[src/rtl/cv32e40p_apu_arbiter_if.sv]
// Bundles the core-side APU channels and the shared-FPU channels of the
// APU arbiter. The master modport is the environment (cores + FPU) and the
// slave modport is the arbiter itself.
interface cv32e40p_apu_arbiter_if #(
   parameter int NUM_REQ  = 2,
   parameter int NARGS    = 3,
   parameter int WOP      = 6,
   parameter int NDSFLAGS = 15,
   parameter int NUSFLAGS = 5
);
   // core side
   logic [NUM_REQ-1:0]          apu_req_i;
   logic [NUM_REQ-1:0]          apu_gnt_o;
   logic [NUM_REQ*NARGS*32-1:0] apu_operands_i;
   logic [NUM_REQ*WOP-1:0]      apu_op_i;
   logic [NUM_REQ*NDSFLAGS-1:0] apu_flags_i;
   logic [NUM_REQ-1:0]          apu_rvalid_o;
   logic [31:0]                 apu_result_o;
   logic [NUSFLAGS-1:0]         apu_flags_o;
   // shared unit side
   logic                        fpu_req_o;
   logic                        fpu_gnt_i;
   logic [NARGS*32-1:0]         fpu_operands_o;
   logic [WOP-1:0]              fpu_op_o;
   logic [NDSFLAGS-1:0]         fpu_flags_o;
   logic                        fpu_rvalid_i;
   logic [31:0]                 fpu_result_i;
   logic [NUSFLAGS-1:0]         fpu_flags_i;

   modport master (
      output apu_req_i, apu_operands_i, apu_op_i, apu_flags_i,
             fpu_gnt_i, fpu_rvalid_i, fpu_result_i, fpu_flags_i,
      input  apu_gnt_o, apu_rvalid_o, apu_result_o, apu_flags_o,
             fpu_req_o, fpu_operands_o, fpu_op_o, fpu_flags_o
   );

   modport slave (
      input  apu_req_i, apu_operands_i, apu_op_i, apu_flags_i,
             fpu_gnt_i, fpu_rvalid_i, fpu_result_i, fpu_flags_i,
      output apu_gnt_o, apu_rvalid_o, apu_result_o, apu_flags_o,
             fpu_req_o, fpu_operands_o, fpu_op_o, fpu_flags_o
   );
endinterface

[src/rtl/cv32e40p_apu_arbiter.sv]
// Round-robin arbiter sharing one APU/FPU between NUM_REQ cores. Granted
// requester IDs go into an in-order tag FIFO so that each response is routed
// back to the core that issued it.
// Optional macro CV32E40P_APU_ARB_ERR_EN: enables the sticky err_o flag for
// responses arriving with no outstanding tag (otherwise err_o is tied low).
module cv32e40p_apu_arbiter #(
   parameter int NUM_REQ         = 2,
   parameter int NARGS           = 3,
   parameter int WOP             = 6,
   parameter int NDSFLAGS        = 15,
   parameter int NUSFLAGS        = 5,
   parameter int MAX_OUTSTANDING = 4
) (
   input  logic                    clk_i,
   input  logic                    rst_ni,
   cv32e40p_apu_arbiter_if.slave   bus,
   output logic                    err_o
);
   localparam int IDW = $clog2(NUM_REQ);
   localparam int PW  = $clog2(MAX_OUTSTANDING);
   localparam int CW  = PW + 1;

   logic [IDW-1:0]                       rr_ptr_q, rr_ptr_d;
   logic                                 lock_q, lock_d;
   logic [IDW-1:0]                       lock_id_q, lock_id_d;
   logic [MAX_OUTSTANDING-1:0][IDW-1:0]  tag_q;
   logic [PW-1:0]                        wr_ptr_q, rd_ptr_q;
   logic [CW-1:0]                        cnt_q, cnt_d;

   logic [IDW-1:0] sel;
   logic [IDW:0]   idx;
   logic           found;
   logic           full, push, pop;
   logic [IDW-1:0] head;

   assign full = (cnt_q == CW'(MAX_OUTSTANDING));
   assign push = bus.fpu_req_o & bus.fpu_gnt_i;
   assign pop  = bus.fpu_rvalid_i & (cnt_q != '0);
   assign head = tag_q[rd_ptr_q];

   // Pick the requester: locked ID while a request waits, else first
   // asserted request scanning upward from rr_ptr_q with wrap-around.
   always_comb begin
      sel   = rr_ptr_q;
      found = 1'b0;
      idx   = '0;
      for (int k = 0; k < NUM_REQ; k++) begin
         idx = {1'b0, rr_ptr_q} + (IDW+1)'(k);
         if (idx >= (IDW+1)'(NUM_REQ)) idx = idx - (IDW+1)'(NUM_REQ);
         if (!found && bus.apu_req_i[idx[IDW-1:0]]) begin
            sel   = idx[IDW-1:0];
            found = 1'b1;
         end
      end
      if (lock_q) sel = lock_id_q;
   end

   // Forward the selected core's payload and generate request/grants.
   always_comb begin
      bus.fpu_req_o      = (|bus.apu_req_i) & ~full;
      bus.fpu_operands_o = '0;
      bus.fpu_op_o       = '0;
      bus.fpu_flags_o    = '0;
      bus.apu_gnt_o      = '0;
      for (int i = 0; i < NUM_REQ; i++) begin
         if (sel == IDW'(i)) begin
            bus.fpu_operands_o = bus.apu_operands_i[i*NARGS*32 +: NARGS*32];
            bus.fpu_op_o       = bus.apu_op_i[i*WOP +: WOP];
            bus.fpu_flags_o    = bus.apu_flags_i[i*NDSFLAGS +: NDSFLAGS];
            bus.apu_gnt_o[i]   = push;
         end
      end
   end

   // Route a response to the oldest outstanding tag; data is broadcast.
   always_comb begin
      bus.apu_rvalid_o = '0;
      if (pop) bus.apu_rvalid_o[head] = 1'b1;
   end
   assign bus.apu_result_o = bus.fpu_result_i;
   assign bus.apu_flags_o  = bus.fpu_flags_i;

   // Next-state for round-robin pointer, lock and FIFO occupancy.
   always_comb begin
      rr_ptr_d  = rr_ptr_q;
      lock_d    = lock_q;
      lock_id_d = lock_id_q;
      cnt_d     = cnt_q;
      if (push) begin
         rr_ptr_d = (sel == IDW'(NUM_REQ-1)) ? '0 : sel + 1'b1;
         lock_d   = 1'b0;
      end else if (bus.fpu_req_o) begin
         // keep the selection stable until the unit accepts it
         lock_d    = 1'b1;
         lock_id_d = sel;
      end
      case ({push, pop})
         2'b10:   cnt_d = cnt_q + 1'b1;
         2'b01:   cnt_d = cnt_q - 1'b1;
         default: cnt_d = cnt_q;
      endcase
   end

   // Arbitration and tag FIFO state.
   always_ff @(posedge clk_i or negedge rst_ni) begin
      if (!rst_ni) begin
         rr_ptr_q  <= '0;
         lock_q    <= 1'b0;
         lock_id_q <= '0;
         tag_q     <= '0;
         wr_ptr_q  <= '0;
         rd_ptr_q  <= '0;
         cnt_q     <= '0;
      end else begin
         rr_ptr_q  <= rr_ptr_d;
         lock_q    <= lock_d;
         lock_id_q <= lock_id_d;
         cnt_q     <= cnt_d;
         if (push) begin
            tag_q[wr_ptr_q] <= sel;
            wr_ptr_q        <= wr_ptr_q + 1'b1;
         end
         if (pop) rd_ptr_q <= rd_ptr_q + 1'b1;
      end
   end

`ifdef CV32E40P_APU_ARB_ERR_EN
   logic err_q;

   // Sticky flag: a response came back with nothing outstanding.
   always_ff @(posedge clk_i or negedge rst_ni) begin
      if (!rst_ni)                                err_q <= 1'b0;
      else if (bus.fpu_rvalid_i && cnt_q == '0)   err_q <= 1'b1;
   end
   assign err_o = err_q;
`else
   assign err_o = 1'b0;
`endif
endmodule

[src/flat_wrapper.sv]
// flat-port wrapper written by rule: the top's interface ports become plain ports
module cv32e40p_apu_arbiter_flat 
#(
   parameter int NUM_REQ         = 2,
   parameter int NARGS           = 3,
   parameter int WOP             = 6,
   parameter int NDSFLAGS        = 15,
   parameter int NUSFLAGS        = 5,
   parameter int MAX_OUTSTANDING = 4
)
  (clk_i, rst_ni, err_o, bus_apu_req_i, bus_apu_operands_i, bus_apu_op_i, bus_apu_flags_i, bus_fpu_gnt_i, bus_fpu_rvalid_i, bus_fpu_result_i, bus_fpu_flags_i, bus_apu_gnt_o, bus_apu_rvalid_o, bus_apu_result_o, bus_apu_flags_o, bus_fpu_req_o, bus_fpu_operands_o, bus_fpu_op_o, bus_fpu_flags_o);
  cv32e40p_apu_arbiter_if #(.NUM_REQ(NUM_REQ), .NARGS(NARGS), .WOP(WOP), .NDSFLAGS(NDSFLAGS), .NUSFLAGS(NUSFLAGS)) bus_i ();
  input  logic clk_i;
  input  logic rst_ni;
  output logic err_o;
  input wire logic [$bits(bus_i.apu_req_i)-1:0] bus_apu_req_i;
  input wire logic [$bits(bus_i.apu_operands_i)-1:0] bus_apu_operands_i;
  input wire logic [$bits(bus_i.apu_op_i)-1:0] bus_apu_op_i;
  input wire logic [$bits(bus_i.apu_flags_i)-1:0] bus_apu_flags_i;
  input wire logic [$bits(bus_i.fpu_gnt_i)-1:0] bus_fpu_gnt_i;
  input wire logic [$bits(bus_i.fpu_rvalid_i)-1:0] bus_fpu_rvalid_i;
  input wire logic [$bits(bus_i.fpu_result_i)-1:0] bus_fpu_result_i;
  input wire logic [$bits(bus_i.fpu_flags_i)-1:0] bus_fpu_flags_i;
  output wire logic [$bits(bus_i.apu_gnt_o)-1:0] bus_apu_gnt_o;
  output wire logic [$bits(bus_i.apu_rvalid_o)-1:0] bus_apu_rvalid_o;
  output wire logic [$bits(bus_i.apu_result_o)-1:0] bus_apu_result_o;
  output wire logic [$bits(bus_i.apu_flags_o)-1:0] bus_apu_flags_o;
  output wire logic [$bits(bus_i.fpu_req_o)-1:0] bus_fpu_req_o;
  output wire logic [$bits(bus_i.fpu_operands_o)-1:0] bus_fpu_operands_o;
  output wire logic [$bits(bus_i.fpu_op_o)-1:0] bus_fpu_op_o;
  output wire logic [$bits(bus_i.fpu_flags_o)-1:0] bus_fpu_flags_o;
  assign bus_i.apu_req_i = bus_apu_req_i;
  assign bus_i.apu_operands_i = bus_apu_operands_i;
  assign bus_i.apu_op_i = bus_apu_op_i;
  assign bus_i.apu_flags_i = bus_apu_flags_i;
  assign bus_i.fpu_gnt_i = bus_fpu_gnt_i;
  assign bus_i.fpu_rvalid_i = bus_fpu_rvalid_i;
  assign bus_i.fpu_result_i = bus_fpu_result_i;
  assign bus_i.fpu_flags_i = bus_fpu_flags_i;
  assign bus_apu_gnt_o = bus_i.apu_gnt_o;
  assign bus_apu_rvalid_o = bus_i.apu_rvalid_o;
  assign bus_apu_result_o = bus_i.apu_result_o;
  assign bus_apu_flags_o = bus_i.apu_flags_o;
  assign bus_fpu_req_o = bus_i.fpu_req_o;
  assign bus_fpu_operands_o = bus_i.fpu_operands_o;
  assign bus_fpu_op_o = bus_i.fpu_op_o;
  assign bus_fpu_flags_o = bus_i.fpu_flags_o;
  cv32e40p_apu_arbiter #(.NUM_REQ(NUM_REQ), .NARGS(NARGS), .WOP(WOP), .NDSFLAGS(NDSFLAGS), .NUSFLAGS(NUSFLAGS), .MAX_OUTSTANDING(MAX_OUTSTANDING)) u_core (.clk_i(clk_i), .rst_ni(rst_ni), .bus(bus_i), .err_o(err_o));
endmodule
[config.mk]
export PLATFORM = sky130hd
export DESIGN_NAME = cv32e40p_apu_arbiter_flat
export DESIGN_NICKNAME = d
export VERILOG_FILES = /design/src/rtl/cv32e40p_apu_arbiter_if.sv /design/src/rtl/cv32e40p_apu_arbiter.sv /design/src/flat_wrapper.sv
export SDC_FILE = /design/constraint.sdc
export NUM_CORES = 1
export LEC_CHECK = 0
export ABC_AREA = 1
export ABC_CLOCK_PERIOD_IN_PS = 4490
export CAP_MARGIN = 20
export CORE_AREA = 2 2 168 170
export DETAILED_ROUTE_END_ITERATION = 12
export DIE_AREA = 0 0 170 172
export GPL_ROUTABILITY_DRIVEN = 1
export HOLD_SLACK_MARGIN = 0.02
export SKIP_LAST_GASP = 1
export SLEW_MARGIN = 5
export SYNTH_ARGS = -nofsm -noshare
export SYNTH_HDL_FRONTEND = slang
export SYNTH_SLANG_ARGS = --single-unit
[constraint.sdc]
create_clock -name clk_i -period 4.49 [get_ports clk_i]
set_input_delay 0.449 -clock clk_i [delete_from_list [all_inputs] [get_ports clk_i]]
set_output_delay 0.449 -clock clk_i [all_outputs]
set_load 0.01 [all_outputs]
==> results of run 1 <==
## power groups by stage
stage,sequential [mW],combinational [mW],clock (mW)
2_1_floorplan,0.219,1.44,0
3_3_place_gp,0.240,2.92,0
3_5_place_dp,0.243,2.94,0
4_1_cts,0.242,2.95,0.169
5_1_grt,0.250,3.19,0.172
6_report,0.242,2.91,0.165
## state kept, by name, summed over array words and instances (netlist names)
register,count
u_core.wr_ptr_q,2
u_core.lock_id_q,1
u_core.rr_ptr_q,1
u_core.rd_ptr_q,2
u_core.cnt_q,3
u_core.lock_q,1
u_core.tag_q,4
## cells in the final DEF, fill, tap and decap left out, drive strengths merged
cell           instances
xnor2                  2
or2                    1
nand3                120
inv                   19
xor2                   2
ha                     5
a21oi                  4
clkbuf                 3
conb                   1
dfrtp                 14
nand2                267
clkdlybuf4s50        361
nand4                  4
fa                     1
o211ai                 2
o21ai                  3
o21bai                 1
nor2                  10
buf                    8
## synthesized netlist by cell type
cell type	number
buf_1	4
xor2_1	2
nand3_1	119
fa_1	1
nor2_1	10
xnor2_1	2
ha_1	5
nand2_1	267
a21oi_1	4
conb_1	1
nand3_2	1
or2_2	1
buf_4	47
o21bai_1	1
nand4_1	4
o211ai_1	2
buf_2	19
dfrtp_1	14
o21ai_0	3
clkbuf_1	9
inv_1	19
## layer usage
metal	share of wire [%]	wire [µm]
met5	0	0
met4	2.0	321
met3	9.8	1540
met2	50	7960
met1	38	5950
## final cells by class
cell class | count | area, µm²
multi-input cells | 423 | 1880
repair buffers | 369 | 3710
flip-flops and latches | 14 | 350
fillers | 3099 | 21000
well taps | 346 | 433
clock buffers | 3 | 75.1
inverters | 19 | 71.3
## cells by family (layout without fill, tap and decap cells)
logic type | Yosys count | in the layout | synth area share [%]
flip-flops | 14 | 14 | 12.6
other | 1 | 1 | 0.135
AO/OA/AOI/OAI | 10 | 10 | 2.07
AND/OR/NAND/NOR | 402 | 402 | 60.4
buffers and inverters | 98 | 391 | 20.5
adder cells (fa/ha/maj) | 6 | 6 | 2.98
XOR/XNOR | 4 | 4 | 1.26
## critical path, stage by stage
cell	delay (ns)
clkdlybuf4s50_1	0.46
inv_1	0.06
a21oi_1	0.22
nand2_4	0.27
nand2_4	0.35
buf_4	0.32
nand2_1	0.10
nand2_1	0.07
clkdlybuf4s50_1	0.52
## how the worst max path moves through the flow
stage | from | to
5_1_grt | bus_apu_req_i[1] | bus_fpu_operands_o[45]
2_1_floorplan | u_core.cnt_q[0]$_DFFE_PN0P_ | u_core.cnt_q[2]$_DFFE_PN0P_
3_3_place_gp | bus_apu_req_i[1] | bus_fpu_op_o[2]
4_1_cts | bus_apu_req_i[1] | bus_fpu_operands_o[52]
3_5_place_dp | bus_apu_req_i[1] | bus_fpu_operands_o[52]
6_report | bus_apu_req_i[1] | bus_fpu_operands_o[52]
## through the flow
step	cell area (µm²)	util [%]	setup WS, ns	hold WS (ns)
3_3_place_gp	6440	23.5	1.21	0.470
3_5_place_dp	6440	23.5	1.19	0.477
5_1_grt	6520	23.7	0.985	0.517
4_1_cts	6520	23.7	1.18	0.488
6_report	6520	23.7	1.20	0.479
2_1_floorplan	2770	-	2.56	0.153
==> results.toml, run 1 <==
[status]
status = "completed"

[timing]
worst_pin_slew_ns = 0.636
fin_crit_ns = 3.29
hold_viol_final = 0
max_freq_mhz = 304
finClkSkew_ns = 0.00182
finalSetupViolCount = 0
tns_ns = 0
finalMaxSlewViolations = 0
relSlewSlack_pct = 57.5
rsz0062_at_grt = "false"
post-route-period-util_pct = 73.3

[clocking]
post_cts_resized = 0
cts_hold_buf = 0
cts_buffer_depth = 2
cts_htree_levels = 1
clk_pin_slew_ns = 0.04
numCtsBuffers = 3
cts_sinks = 14
cts_setup_buffers = 0
root_buffer = "clkbuf_16"
clk_latency_ns = 0.24
cts_tree = "yes"

[synthesis]
syn_inst = 535
syn_nets = 818
avgSynthCellArea_um2 = 5.18
synth_seq_cells = 14
netlist_top_cells_area = "nand2_1 (36%), nand3_1 (21%), buf_4 (13%)"
synth.distinct_cells = 21
synth_top_area_share_pct = 36.1
synth_seq_area_share_pct = 12.6
ys_warn_count = 0
yosys.area.top_type = "nand2_1"
synth_area_mm2 = 0.00277

[global_route]
first_global_vias = 4196
use_met3_pct = 2.24
gr-total-overflow = 0
grt_start_max_net_pins = 65
antenna_found_initial = 0
use_met1_pct = 10.5
grt_pass1_wl_mm = 21.9
grtUsageTotal_pct = 9.37
gr-usage-met2_pct = 17.8
busiest_layer = "met2"

[worst_setup_path]
path_class = "in2out"
path_max_fanout = 26
required_ns = 4.04
reg2reg_from = "u_core.cnt_q[0]$_DFFE_PN0P_"
startpoint_type = "input port"
rr_worst_depth = 9
r2r-end = "u_core.cnt_q[2]$_DFFE_PN0P_"
r2r_slack_ns = 2.31
worstPathArrival_ns = 2.84
critPathCaptureType = "output pin"

[finish]
final_cells = 1174
final_nets = 1113
diodes = 0
syn2layout_area_growth_pct = 135
layout-drive-gt1-share_pct = 1.93

[pwr]
finalPower_mw = 3.32
p_sw_mw = 1.54
peakVddDrop_mv = 0.166
p_int_mw = 1.78
p_clk_share_pct = 5.0
switching_share_pct = 46.3
p_comb_share_pct = 87.7
seqPwrFrac_pct = 7.3
p_leak_nw = 2.95
power_density_mw_per_mm2 = 509

[placement]
hpwl_mm = 12.8
dpl.cell_count = 1171
numPortBuffers = 361
globalplace.congestion = 0.707

[worst_hold_path]
holdPathEnd = "u_core.tag_q[3]$_DFFE_PN0P_"
min_path_cells = 2
worstHoldStart = "u_core.tag_q[3]$_DFFE_PN0P_"
hp-class = "reg2reg"

[floorplanning]
die_x_um = 170
die_area_mm2 = 0.0292
ioPinCount = 437
core_mm2 = 0.0275
start_util_pct = 10.1
num_rows = 61
die-height_um = 172

[routing]
num_vias = 4472
drtPass1Iterations = 6
vias_per_cell = 3.81
routedWlPerCell_um = 13.4
drc = 0
antenna_left = 0
first_iter_violations = 179
drt_wl_total_mm = 15.8

[flow_run]
maxCapViolations = 0
Note: power is estimated with default switching activity, not from simulation.
==> run 2: changes to the inputs <==
--- a/config.mk
+++ b/config.mk
@@ -6,11 +6,11 @@
 export NUM_CORES = 1
 export LEC_CHECK = 0
 export ABC_AREA = 1
-export ABC_CLOCK_PERIOD_IN_PS = 4490
+export ABC_CLOCK_PERIOD_IN_PS = 2800
 export CAP_MARGIN = 20
-export CORE_AREA = 2 2 168 170
+export CORE_AREA = 2 2 172 174
 export DETAILED_ROUTE_END_ITERATION = 12
-export DIE_AREA = 0 0 170 172
+export DIE_AREA = 0 0 174 176
 export GPL_ROUTABILITY_DRIVEN = 1
 export HOLD_SLACK_MARGIN = 0.02
 export SKIP_LAST_GASP = 1
==> constraint.sdc (replaced) <==
create_clock -name clk_i -period 2.8 [get_ports clk_i]
set_input_delay 0.28 -clock clk_i [delete_from_list [all_inputs] [get_ports clk_i]]
set_output_delay 0.28 -clock clk_i [all_outputs]
set_load 0.01 [all_outputs]
==> run 2 against run 1 <==
Compared with the run above:
- sequential share of layout area fell by 0.065 points
- clock skew fell by 0.0010 ns
- critical endpoint is now bus_fpu_operands_o[70]
- cell count rose by 3.2%
- largest cell class unchanged
- register-to-register slack got worse by 1.7 ns
- count of clock-buffer cells in the layout did not move
- worst hold slack got worse by 0.032 ns
- power rose by 61%
- via count fell by 0.63%
- core utilization fell by 0.61 points
- die area rose by 4.7%
- critical path depth did not move
- routed wire length fell by 4.2%
==> results.toml, run 2 (synthesized netlist as in run 1, its figures left out) <==
[finish]
layout-drive-gt1-share_pct = 1.81
final_cell_mix = "clkdlybuf4s50_1 (361), nand2_1 (264), nand3_1 (119), inv_1 (19), dfrtp_1 (14)"
final_nets = 1112
fillers = 3201
reg_top3 = "u_core.tag_q x4, u_core.cnt_q x3"
postLayoutCoreUtil_pct = 23.1
register_area_um2 = 350
final_cells = 1212
syn2layout_area_growth_pct = 138
largest_reg_flops = 4
regMostFlops = "u_core.tag_q"
final_common_cell = "clkdlybuf4s50_1"
multi_input_area_mm2 = 0.00188

[routing]
vias_per_cell = 3.67
routed.top_layer = "met4"
drt_wl_total_mm = 15.1
drc = 0
wl_met2_mm = 7.31
wl_met3_mm = 1.55
antenna_left = 0
routedWlPerCell_um = 12.5
num_vias = 4444
drtPass1Iterations = 5
first_iter_violations = 144
wirelength_met1_mm = 5.94

[global_route]
gr-total-overflow = 0
first_global_vias = 4436
grt_pass1_wl_mm = 23.0
antenna_found_initial = 0
grt_start_max_net_pins = 65
grtUsageTotal_pct = 9.07

[worst_setup_path]
startpoint_type = "input port"
required_ns = 2.52
worstPathArrival_ns = 2.40
path_max_fanout = 57
r2r_slack_ns = 0.64
critPathCaptureType = "output pin"
path_class = "in2out"
rr_worst_depth = 9

[clocking]
cts_buffer_depth = 2
cts_tree = "yes"
root_buffer = "clkbuf_16"
clk_pin_slew_ns = 0.04
numCtsBuffers = 3
clk_latency_ns = 0.24
cts_hold_buf = 0
cts_htree_levels = 1
cts_setup_buffers = 0
post_cts_resized = 0
cts_sinks = 14

[floorplanning]
die_x_um = 174
ioPinCount = 437
core_mm2 = 0.0285
die_area_mm2 = 0.0306
die-height_um = 176
start_util_pct = 9.72
num_rows = 62

[timing]
tns_ns = 0
post-route-period-util_pct = 95.7
worst_pin_slew_ns = 0.662
max_freq_mhz = 373
rsz0062_at_grt = "false"
finClkSkew_ns = 0.000795
fin_crit_ns = 2.68
hold_viol_final = 0
relSlewSlack_pct = 55.8
finalSetupViolCount = 0
whs_ns = 0.447
finalMaxSlewViolations = 0

[placement]
globalplace.congestion = 0.759
hpwl_mm = 12.3
dpl.cell_count = 1208
numPortBuffers = 361

[status]
status = "completed"

[flow_run]
maxCapViolations = 0

[pwr]
power_density_mw_per_mm2 = 811
p_leak_nw = 2.97
peakVddDrop_mv = 0.433

[worst_hold_path]
hp-class = "in2async"
## run 2: changes by cell type in the layout (fill, tap and decap cells not counted), sizes merged
cell | previous run | this run
buf | 8 | 7
diode | 0 | 1
## run 2: worst paths after layout
kind / startpoint / to
hold / removal: rst_ni / u_core.cnt_q[0]$_DFFE_PN0P_
min in group clk_i: u_core.tag_q[0]$_DFFE_PN0P_ / u_core.tag_q[0]$_DFFE_PN0P_
hold reg to reg: u_core.tag_q[0]$_DFFE_PN0P_ / u_core.tag_q[0]$_DFFE_PN0P_
max in group asynchronous: rst_ni / u_core.tag_q[1]$_DFFE_PN0P_
setup reg to reg: u_core.cnt_q[0]$_DFFE_PN0P_ / u_core.cnt_q[2]$_DFFE_PN0P_
setup / recovery: bus_apu_req_i[1] / bus_fpu_operands_o[70]
## run 2: final cells by class
| type | instances | area share [%] |
|---|---|---|
| Antenna cell | 1 | 0.0379 |
| Clock buffer | 3 | 1.14 |
| Inverter | 19 | 1.08 |
| Multi-Input combinational cell | 423 | 28.5 |
| Sequential cell | 14 | 5.31 |
| Tap cell | 384 | 7.28 |
| Timing Repair Buffer | 368 | 56.7 |
## run 2: critical path: stages
cell and delay, ns:
clkdlybuf4s50_1 0.46, inv_1 0.06, o21bai_1 0.22, nand2_4 0.12, nand2_4 0.17, buf_12 0.25
nand2_1 0.11, nand2_1 0.12, clkdlybuf4s50_1 0.55
## run 2: metrics by stage
step	setup slack, ns	total power [mW]	instance area (µm²)
detailed placement	0.143	5.13	6520
CTS	0.141	5.42	6600
global placement	0.147	5.11	6520
floorplan	0.869	2.66	2770
finish	0.121	5.35	6600
global route	0.0227	5.85	6600
## run 2: power breakdown
part           internal, mW  total [mW]  switching, mW
Combinational          2.40        4.70           2.30
Clock                 0.186       0.264         0.0774
Sequential            0.304       0.391         0.0866
Total                  2.89        5.35           2.46
## run 2: routing by layer
layer | global-route usage, % | vias to the layer above
li1 | - | 2239
met1 | 10.6 | 1912
met2 | 16.1 | 263
met3 | 2.73 | 30
met4 | 2.59 | 0
met5 | 0 | -
==> run 3: changes to the inputs <==
--- a/config.mk
+++ b/config.mk
@@ -9,6 +9,7 @@
 export ABC_CLOCK_PERIOD_IN_PS = 2800
 export CAP_MARGIN = 20
 export CORE_AREA = 2 2 172 174
+export CTS_BUF_LIST = sky130_fd_sc_hd__clkbuf_8
 export DETAILED_ROUTE_END_ITERATION = 12
 export DIE_AREA = 0 0 174 176
 export GPL_ROUTABILITY_DRIVEN = 1
==> run 3 against run 2 <==
Compared with the run above:
- flip-flop and latch count unchanged
- critical endpoint is now bus_fpu_flags_o[8]
- sequential share of layout area about the same
- cell count unchanged
- sequential power barely moved
- design area decreased by 0.51%
- critical path type unchanged
==> results.toml, run 3 (synthesized netlist as in run 1, its figures left out) <==
[worst_setup_path]
critPathBufInv = 4
r2r_slack_ns = 0.64
slowest_delay_ns = 0.57
reg2reg_from = "u_core.cnt_q[0]$_DFFE_PN0P_"
r2r-end = "u_core.cnt_q[2]$_DFFE_PN0P_"
worstPathArrival_ns = 2.39
cpMaxStageDelayCell = "clkdlybuf4s50_1"
crit_path_cell_trace = "clkdlybuf4s50_1 -> inv_1 -> o21bai_1 -> nand2_4 -> nand2_4 -> buf_12 -> nand2_1 -> nand2_1 -> clkdlybuf4s50_1"
path_class = "in2out"
startpoint_type = "input port"
path_max_fanout = 57
rr_worst_depth = 9
critPathCaptureType = "output pin"
required_ns = 2.52
critical_path.top_delay_family = "buffers and inverters"

[timing]
finClkSkew_ns = 0.00102
fin_ws_ns = 0.127
whs_ns = 0.436
max_freq_mhz = 374
post-route-period-util_pct = 95.5
rsz0062_at_grt = "false"
relSlewSlack_pct = 56.9
fin_crit_ns = 2.67
hold_viol_final = 0
tns_ns = 0
finalMaxSlewViolations = 0
worst_pin_slew_ns = 0.644
finalSetupViolCount = 0

[routing]
first_iter_violations = 155
num_vias = 4444
routedWlPerCell_um = 12.5
drtPass1Iterations = 4
drt_wl_total_mm = 15.1
drc = 0
antenna_left = 0
vias_per_cell = 3.67

[finish]
final_nets = 1112
final_common_cell = "clkdlybuf4s50_1"
syn2layout_area_growth_pct = 137
reg_top3 = "u_core.tag_q x4, u_core.cnt_q x3"
regMostFlops = "u_core.tag_q"
fillers = 3205
final_cells = 1212
layout-drive-gt1-share_pct = 1.81
postLayoutCoreUtil_pct = 23.0
final_cell_mix = "clkdlybuf4s50_1 (361), nand2_1 (264), nand3_1 (119), inv_1 (19), dfrtp_1 (14)"
largest_reg_flops = 4

[floorplanning]
start_util_pct = 9.72
ioPinCount = 437
num_rows = 62
die_area_mm2 = 0.0306
core_mm2 = 0.0285
die_x_um = 174
die-height_um = 176

[placement]
numPortBuffers = 361
globalplace.congestion = 0.759
hpwl_mm = 12.3
dp_slack_ns = 0.143
dpl.cell_count = 1208

[pwr]
p_leak_nw = 2.95
p_clk_share_pct = 3.1
power_density_mw_per_mm2 = 799
p_comb_share_pct = 89.5
p_sw_mw = 2.45
p_int_mw = 2.80
peakVddDrop_mv = 0.431
switching_share_pct = 46.7
seqPwrFrac_pct = 7.4

[global_route]
grt_start_max_net_pins = 65
antenna_found_initial = 0
grt_pass1_wl_mm = 23.0
gr-total-overflow = 0
first_global_vias = 4429
grtUsageTotal_pct = 9.08

[clocking]
cts_sinks = 14
clk_pin_slew_ns = 0.05
post_cts_resized = 0
cts_buffer_depth = 2
root_buffer = "clkbuf_8"
cts_htree_levels = 1
cts_hold_buf = 0
cts_tree = "yes"
numCtsBuffers = 3
clk_latency_ns = 0.24
cts_setup_buffers = 0

[worst_hold_path]
hp-class = "in2async"

[flow_run]
maxCapViolations = 0

[status]
status = "completed"
## run 3: cell types whose count changed in the layout (fill, tap and decap cells not counted)
cell       previous run  this run
clkbuf_8              0         3
clkbuf_16             3         0
## run 3: cell type report
class / count / area (µm²) / area share [%]
well taps: 384 / 480 / 7.32
flip-flops and latches: 14 / 350 / 5.34
clock buffers: 3 / 41.3 / 0.629
diodes: 1 / 2.50 / 0.0381
multi-input cells: 423 / 1880 / 28.6
inverters: 19 / 71.3 / 1.09
repair buffers: 368 / 3740 / 57.0
## run 3: how the worst max path moves through the flow
stage	slack, ns	endpoint	cells past startpoint	from
finish	0.13	bus_fpu_flags_o[8]	9	bus_apu_req_i[1]
global route	0.02	bus_fpu_flags_o[8]	9	bus_apu_req_i[1]
CTS	0.14	bus_fpu_flags_o[8]	9	bus_apu_req_i[1]
detailed placement	0.14	bus_fpu_flags_o[8]	9	bus_apu_req_i[1]
global placement	0.15	bus_fpu_flags_o[8]	9	bus_apu_req_i[1]
floorplan	0.87	u_core.cnt_q[2]$_DFFE_PN0P_	9	u_core.cnt_q[0]$_DFFE_PN0P_
## run 3: power by group through the flow
stage                     registers [mW]  logic (mW)  clock network [mW]
after floorplan                    0.351        2.31                   0
after global placement             0.389        4.72                   0
after detailed placement           0.393        4.73                   0
after CTS                          0.390        4.75               0.171
after global routing               0.403        5.16               0.183
final                              0.389        4.69               0.163
## run 3: worst reg2reg max path, cell delays in order (launching register included)
cell and delay (ns):
dfrtp_1 0.40, nor2_1 0.15, nand2_1 0.17, nand3_2 0.21, ha_1 0.18, inv_1 0.07, fa_1 0.39, or2_2 0.30
nand2_1 0.09, xor2_1 0.14
## run 3: metrics by stage
stage | area (µm²) | power [mW]
global placement | 6520 | 5.11
floorplan | 2770 | 2.66
global route | 6560 | 5.74
detailed placement | 6520 | 5.13
finish | 6570 | 5.25
CTS | 6560 | 5.31
## run 3: routing by layer
metal / part of all wire, % / up-vias / track usage (%)
met5: 0 / - / 0
met4: 2.0 / 0 / 2.49
met3: 11 / 30 / 2.86
met2: 48 / 266 / 16.1
met1: 39 / 1909 / 10.5
li1: - / 2239 / -
